### config.mk
export PLATFORM = sky130hd
export DESIGN_NAME = segmentation_unit
export DESIGN_NICKNAME = d
export VERILOG_FILES = /design/src/rtl/segmentation_pkg.sv /design/src/rtl/segment_limit_checker.sv /design/src/rtl/segmentation_unit.sv
export SDC_FILE = /design/constraint.sdc
export NUM_CORES = 1
export LEC_CHECK = 0
export CORE_MARGIN = 5
export CORE_UTILIZATION = 44
export DETAILED_ROUTE_END_ITERATION = 8
export PLACE_DENSITY = 0.72
export REMOVE_ABC_BUFFERS = 1
export SYNTH_ARGS = -nofsm -noshare
export SYNTH_HDL_FRONTEND = slang
export SYNTH_SLANG_ARGS = --single-unit
### constraint.sdc
create_clock -name clock -period 15.8 [get_ports clock]
set_input_delay 1.58 -clock clock [delete_from_list [all_inputs] [get_ports clock]]
set_output_delay 1.58 -clock clock [all_outputs]
set_load 0.05 [all_outputs]
### src/rtl/segmentation_pkg.sv
// Shared types and constants for the segmentation unit: selector codes, fault codes,
// access sizes and the descriptor cache entry layout.
package segmentation_pkg;

  localparam int NUM_SEGMENTS = 6;

  typedef enum logic [2:0] {
    ES = 3'd0,
    CS = 3'd1,
    SS = 3'd2,
    DS = 3'd3,
    FS = 3'd4,
    GS = 3'd5
  } segment_t;

  typedef enum logic [1:0] {
    FAULT_NONE          = 2'd0,
    FAULT_LIMIT         = 2'd1,
    FAULT_NOT_PRESENT   = 2'd2,
    FAULT_WRITE_PROTECT = 2'd3
  } fault_code_t;

  typedef enum logic [1:0] {
    SIZE_BYTE      = 2'd0,
    SIZE_WORD      = 2'd1,
    SIZE_DWORD     = 2'd2,
    SIZE_DWORD_ALT = 2'd3
  } access_size_t;

  typedef enum logic {
    ST_IDLE = 1'b0,
    ST_HOLD = 1'b1
  } unit_state_t;

  typedef struct packed {
    logic [31:0] base;
    logic [19:0] limit;
    logic        granularity;
    logic        writable;
    logic        present;
  } descriptor_t;

  // Flat 4 GiB, writable, present.
  localparam descriptor_t DESCRIPTOR_RESET = '{
    base:        32'h0000_0000,
    limit:       20'hF_FFFF,
    granularity: 1'b1,
    writable:    1'b1,
    present:     1'b1
  };

  // Stand-in for selector codes beyond the cache, so they fail the present check.
  localparam descriptor_t DESCRIPTOR_ABSENT = '{
    base:        32'h0000_0000,
    limit:       20'h0_0000,
    granularity: 1'b0,
    writable:    1'b0,
    present:     1'b0
  };

  function automatic logic [2:0] access_bytes(input access_size_t size);
    logic [2:0] bytes;
    case (size)
      SIZE_BYTE:  bytes = 3'd1;
      SIZE_WORD:  bytes = 3'd2;
      default:    bytes = 3'd4;
    endcase
    return bytes;
  endfunction

endpackage

### src/rtl/segment_limit_checker.sv
// Combinational protection check for one request against one descriptor:
// present, then write protect, then limit.
module segment_limit_checker
  import segmentation_pkg::*;
(
  input  descriptor_t  descriptor,
  input  logic [31:0]  effective_address,
  input  access_size_t access_size,
  input  logic         write,
  output fault_code_t  fault_code
);

  logic [31:0] effective_limit_s;
  logic [32:0] last_byte_s;
  logic        unused_base_s;

  assign unused_base_s = ^descriptor.base;

  // Effective limit expansion and 33-bit address of the last byte touched.
  always_comb begin
    if (descriptor.granularity) begin
      effective_limit_s = {descriptor.limit, 12'hFFF};
    end else begin
      effective_limit_s = {12'h000, descriptor.limit};
    end
    last_byte_s = {1'b0, effective_address} + {30'd0, access_bytes(access_size)} - 33'd1;
  end

  // Fault selection in priority order.
  always_comb begin
    fault_code = FAULT_NONE;
    if (!descriptor.present) begin
      fault_code = FAULT_NOT_PRESENT;
    end else if (write && !descriptor.writable) begin
      fault_code = FAULT_WRITE_PROTECT;
    end else if (last_byte_s[32] || (last_byte_s[31:0] > effective_limit_s)) begin
      fault_code = FAULT_LIMIT;
    end else begin
      fault_code = FAULT_NONE;
    end
  end

endmodule

### src/rtl/segmentation_unit.sv
// Segment-relative to linear address translation with a six-entry descriptor cache,
// valid/ready on both sides and one-cycle fault pulses instead of forwarded requests.
module segmentation_unit
  import segmentation_pkg::*;
(
  input  logic        clock,
  input  logic        reset,
  input  logic        i_load_valid,
  input  logic [2:0]  i_load_segment,
  input  logic [31:0] i_load_base,
  input  logic [19:0] i_load_limit,
  input  logic        i_load_granularity,
  input  logic        i_load_writable,
  input  logic        i_load_present,
  input  logic        i_valid,
  output logic        o_ready,
  input  logic [2:0]  i_segment,
  input  logic [31:0] i_effective_address,
  input  logic [1:0]  i_access_size,
  input  logic        i_write,
  output logic        o_valid,
  input  logic        i_ready,
  output logic [31:0] o_linear_address,
  output logic        o_write,
  output logic        o_fault,
  output logic [1:0]  o_fault_code,
  output logic [2:0]  o_fault_segment
);

  descriptor_t descriptor_r [NUM_SEGMENTS];
  descriptor_t selected_s;
  fault_code_t check_code_s;
  unit_state_t state_r;
  unit_state_t next_state_s;

  logic        valid_d_s;
  logic [31:0] linear_d_s;
  logic        write_d_s;
  logic        fault_d_s;
  fault_code_t fault_code_d_s;
  logic [2:0]  fault_segment_d_s;
  logic        load_in_range_s;
  logic        request_in_range_s;

  assign load_in_range_s    = ({29'd0, i_load_segment} < 32'(NUM_SEGMENTS));
  assign request_in_range_s = ({29'd0, i_segment} < 32'(NUM_SEGMENTS));
  assign o_ready            = (state_r == ST_IDLE);

  // Descriptor cache; writes land on the edge so a same-cycle request sees old contents.
  always_ff @(posedge clock or posedge reset) begin
    if (reset) begin
      for (int i = 0; i < NUM_SEGMENTS; i++) begin
        descriptor_r[i] <= DESCRIPTOR_RESET;
      end
    end else if (i_load_valid && load_in_range_s) begin
      descriptor_r[i_load_segment] <= '{
        base:        i_load_base,
        limit:       i_load_limit,
        granularity: i_load_granularity,
        writable:    i_load_writable,
        present:     i_load_present
      };
    end
  end

  // Descriptor lookup for the incoming request.
  always_comb begin
    selected_s = DESCRIPTOR_ABSENT;
    if (request_in_range_s) begin
      selected_s = descriptor_r[i_segment];
    end else begin
      selected_s = DESCRIPTOR_ABSENT;
    end
  end

  segment_limit_checker u_checker (
    .descriptor        (selected_s),
    .effective_address (i_effective_address),
    .access_size       (access_size_t'(i_access_size)),
    .write             (i_write),
    .fault_code        (check_code_s)
  );

  // Next state and next output values.
  always_comb begin
    next_state_s      = state_r;
    valid_d_s         = o_valid;
    linear_d_s        = o_linear_address;
    write_d_s         = o_write;
    fault_d_s         = 1'b0;
    fault_code_d_s    = FAULT_NONE;
    fault_segment_d_s = 3'd0;
    case (state_r)
      ST_IDLE: begin
        if (i_valid) begin
          if (check_code_s == FAULT_NONE) begin
            next_state_s = ST_HOLD;
            valid_d_s    = 1'b1;
            linear_d_s   = selected_s.base + i_effective_address;
            write_d_s    = i_write;
          end else begin
            next_state_s      = ST_IDLE;
            fault_d_s         = 1'b1;
            fault_code_d_s    = check_code_s;
            fault_segment_d_s = i_segment;
          end
        end else begin
          next_state_s = ST_IDLE;
        end
      end
      ST_HOLD: begin
        if (i_ready) begin
          next_state_s = ST_IDLE;
          valid_d_s    = 1'b0;
        end else begin
          next_state_s = ST_HOLD;
        end
      end
      default: begin
        next_state_s = ST_IDLE;
        valid_d_s    = 1'b0;
      end
    endcase
  end

  // State register.
  always_ff @(posedge clock or posedge reset) begin
    if (reset) begin
      state_r <= ST_IDLE;
    end else begin
      state_r <= next_state_s;
    end
  end

  // Registered outputs to the paging unit and fault reporting.
  always_ff @(posedge clock or posedge reset) begin
    if (reset) begin
      o_valid          <= 1'b0;
      o_linear_address <= 32'h0000_0000;
      o_write          <= 1'b0;
      o_fault          <= 1'b0;
      o_fault_code     <= 2'd0;
      o_fault_segment  <= 3'd0;
    end else begin
      o_valid          <= valid_d_s;
      o_linear_address <= linear_d_s;
      o_write          <= write_d_s;
      o_fault          <= fault_d_s;
      o_fault_code     <= fault_code_d_s;
      o_fault_segment  <= fault_segment_d_s;
    end
  end

endmodule
==> summary.md <==
| Metric | Value |
|---|---|
| Period minus WS final | 7.486 ns |
| Count of flip-flops with a built-in enable after synthesis | 0 |
| Share of final-layout standard cells stronger than drive strength 1 | 37.11% |
| Final setup violating endpoints | 0 |
| Global router's overall resource usage | 20.03% |
| Total power per unit cell area | 141.0 nW/um^2 |
| Arrival time at the worst endpoint | 7.92 ns |
| Crit Path Category | primary input to flip-flop |
| Hold path startpoint | o_valid |
| Final ANT Viol Nets | 0 |
| Routability congestion estimate | 0.9017 |
| Highest clock frequency the design can meet | 0.1336 GHz |
| Effective utilization at floorplan | 44.69% |
| Die X-Extent | 225.2 um |
| Worst reg2reg endpoint | o_linear_address[0] |
| Hpwl dp | 32.67 mm |
| Adder-cell share of the synthesized area | 6.155% |
| Maximum fanout along the worst path | 35 |
| Xor and xnor fraction of the mapped netlist area | 2.322% |
| Drt initial violations | 788 |
| Clock buffer count from CTS | 42 |
| Number of clock sinks | 371 |
| Synth async-reset ratio | 100.0% |
| Signed area change from the synthesized netlist to the final layout | 16.94% |
| Combinational family with the most area after synthesis | multiplexers |
| Synthesized area per cell | 12.56 um^2 |
| Share of synthesized cell area in and, or, nand and nor gates | 5.473% |
| Number of gates given a new drive strength after cts | 0 |
| Outcome | finished clean |
| Cell depth of the worst hold path | 2 |
| Final TNS setup | 0 ns |
| Register area share after synthesis | 46.43% |
| Clock tree from TritonCTS | yes |
| Required time of the worst setup path | 16.23 ns |
| Initial antenna violation count | 5 |
| Peak supply drop | 0.09448 mV |
| Worst reg-to-reg path cell count | 14 |
| Io pins | 142 |
| Slowest cell delay on critical path | 0.61 ns |
| Detailed-route DRC error count | 0 |
| Setup skew after layout | 0.02332 ns |
| Std-Cell Rows | 78 |
| MaxCap Viol Count | 0 |
| First-pass GRT wire length | 81.36 mm |
| Chip Height | 225.2 um |
| Via count | 13490 |
| Per-cell via count in the routed design | 5.660 |
| Worst relative slew slack | 26.72% |
| Mux contribution to synthesized area | 29.79% |
| Standard cell core area | 45580 um^2 |
| Total of hold buffers inserted after clock tree synthesis | 0 |
| Category of the worst setup path capture point | flip-flop |
| Total Power Consumption | 3.358 mW |
| Leakage component of the power | 10.23 nW |
| Final Net Count | 1947 |
| Post-Route Hold Slack | 0.4844 ns |
| Number of synthesis warnings | 0 |
| Die area | 50700 um^2 |
| Synthesis-stage register bit count | 371 |
| Number of instances in the synthesized netlist | 1622 |
| Cell type of the slowest stage on the worst timing path | sky130_fd_sc_hd__nand3_4 |
| Post-CTS clock slew at the launch and capture registers of the worst setup and hold paths | 0.06 ns |
| Hold Vio Cnt, Final | 0 |
| Port Buffers | 141 |
| Part of the cycle the worst path needs | 47.38% |
| # placed instances | 2303 |
| Critical path's most frequent cell | sky130_fd_sc_hd__ha_1 |
| Largest net degree at the start of global routing | 119 |
| Beginning of the worst register-to-register path | descriptor_r[222] |
| Worst reg-to-reg setup slack | 11.41 ns |
| Post-CTS setup-driven buffer insertion count | 0 |
| Compound-Gate Fraction of Synth Area | 7.217% |
| Cell Count, Final, Fillers Out | 2383 |
| Type of the tightest min-delay check | flip-flop to flip-flop |
| Unrepaired setup endpoints after global routing | no |
| Clk_lat worst skew | 0.57 ns |
| CTS HTree Levels | 2 |
| Critical Path Source Type | primary input |
| Clock Tree Buf Depth | 3 |
| Synth Cell Area | 20370 um^2 |
| Clock tree root buffer cell | sky130_fd_sc_hd__clkbuf_16 |
| Hold Path Sink | o_valid |
| Sum of routed wire length over all layers | 50.26 mm |
| Vias in the first global route | 14390 |
| Grt total ovfl | 0 |
| Worst-margin pin slew | 1.099 ns |
| Drt pass-1 iters | 5 |
| Dominant register cell in the synthesized netlist | sky130_fd_sc_hd__dfrtp_1 |
| Unique masters post-synth | 65 |
| Number of fillers in the final layout | 3845 |
| Routed wire length per instance | 21.09 um |
| Pins over their slew limit | 0 |
| Crit path launch | i_access_size[1] |
## critical path, delay by kind of cell
family / cells / cell delay, ns
multiplexers: 1 / 0.52
XOR/XNOR: 1 / 0.10
AND/OR/NAND/NOR: 7 / 1.95
AO/OA/AOI/OAI: 9 / 2.09
buffers and inverters: 3 / 0.55
adder cells (fa/ha/maj): 4 / 1.08
## kinds of logic after synthesis
family	count (synthesis)
AO/OA/AOI/OAI	242
XOR/XNOR	54
adder cells (fa/ha/maj)	99
buffers and inverters	133
flip-flops	371
multiplexers	482
AND/OR/NAND/NOR	241
## flip-flops by register name, indices dropped and copies added (netlist names)
| register | cells |
|---|---|
| o_valid | 1 |
| o_linear_address | 32 |
| descriptor_r | 330 |
| o_fault_segment | 3 |
| o_fault_code | 2 |
| o_fault | 1 |
| state_r | 1 |
| o_write | 1 |
## power breakdown
part / total [mW] / leakage, nW / internal, mW / switching [mW]
clock: 1.02 / 0.710 / 0.623 / 0.392
combinational: 0.996 / 5.24 / 0.484 / 0.512
sequential: 1.35 / 4.28 / 1.23 / 0.117
## routing by layer
layer | vias to the layer above | global-route usage, % | wire (um)
met3 | 67 | 4.233 | 2469
met5 | - | 0 | 34
met2 | 260 | 33.33 | 24510
met4 | 4 | 4.686 | 889
li1 | 6176 | - | -
met1 | 6980 | 27.15 | 22360
## through the flow
| stage | setup slack (ns) | util [%] | area (um^2) |
|---|---|---|---|
| global placement | 8.023 | 49.08 | 22370 |
| floorplan | 4.146 | - | 20050 |
| CTS | 8.345 | 52.25 | 23820 |
| finish | 8.314 | 52.26 | 23820 |
| global route | 7.756 | 52.26 | 23820 |
| detailed placement | 7.769 | 49.08 | 22370 |
## Yosys cell counts (all sizes together), types with 20 or more instances
master | count | area share (%)
dfrtp | 233 | 29
xor2 | 20 | 0.86
dfstp | 138 | 18
mux2 | 363 | 21
clkbuf | 50 | 0.92
mux2i | 64 | 3.1
o21ai | 91 | 2.3
xnor2 | 34 | 1.5
nor2 | 51 | 0.95
inv | 57 | 1.1
ha | 97 | 6.0
buf | 26 | 0.64
a21oi | 62 | 1.5
nand2 | 103 | 1.9
a21o | 25 | 0.92
mux4 | 55 | 6.1
## how the worst max path moves through the flow
stage                                     end  slack [ns]  cells after the start
after floorplan             descriptor_r[100]        4.15                      1
after global routing      o_linear_address[8]        7.76                     25
final                     o_linear_address[0]        8.31                     25
after CTS                 o_linear_address[0]        8.34                     25
after detailed placement  o_linear_address[5]        7.77                     25
after global placement    o_linear_address[0]        8.02                     25
## cell type report
type	instances	area, um^2	share of cell area, %
inverters	57	221.5	0.9297
clock inverters	16	216.5	0.9087
well taps	600	750.7	3.152
clock buffers	62	1230	5.163
flip-flops and latches	371	9457	39.70
diodes	2	5.005	0.02101
multi-input cells	1118	10410	43.71
repair buffers	157	1528	6.414
## cell usage in the layout, fill, tap and decap left out, types with 13 or more instances in the layout
master,instances
sky130_fd_sc_hd__mux2_4,27
sky130_fd_sc_hd__xor2_1,20
sky130_fd_sc_hd__nand3_1,16
sky130_fd_sc_hd__mux2i_1,64
sky130_fd_sc_hd__nand4_1,16
sky130_fd_sc_hd__mux4_2,55
sky130_fd_sc_hd__mux2_2,336
sky130_fd_sc_hd__xnor2_1,34
sky130_fd_sc_hd__nand2_1,102
sky130_fd_sc_hd__o21ai_0,83
sky130_fd_sc_hd__clkdlybuf4s50_1,139
sky130_fd_sc_hd__clkbuf_1,13
sky130_fd_sc_hd__dfstp_2,138
sky130_fd_sc_hd__a21oi_1,61
sky130_fd_sc_hd__dfrtp_1,233
sky130_fd_sc_hd__nor2_1,49
sky130_fd_sc_hd__inv_1,55
sky130_fd_sc_hd__buf_4,16
sky130_fd_sc_hd__clkbuf_16,45
sky130_fd_sc_hd__a21o_1,25
sky130_fd_sc_hd__ha_1,97
No activity file was read; power rests on OpenSTA's default activity.
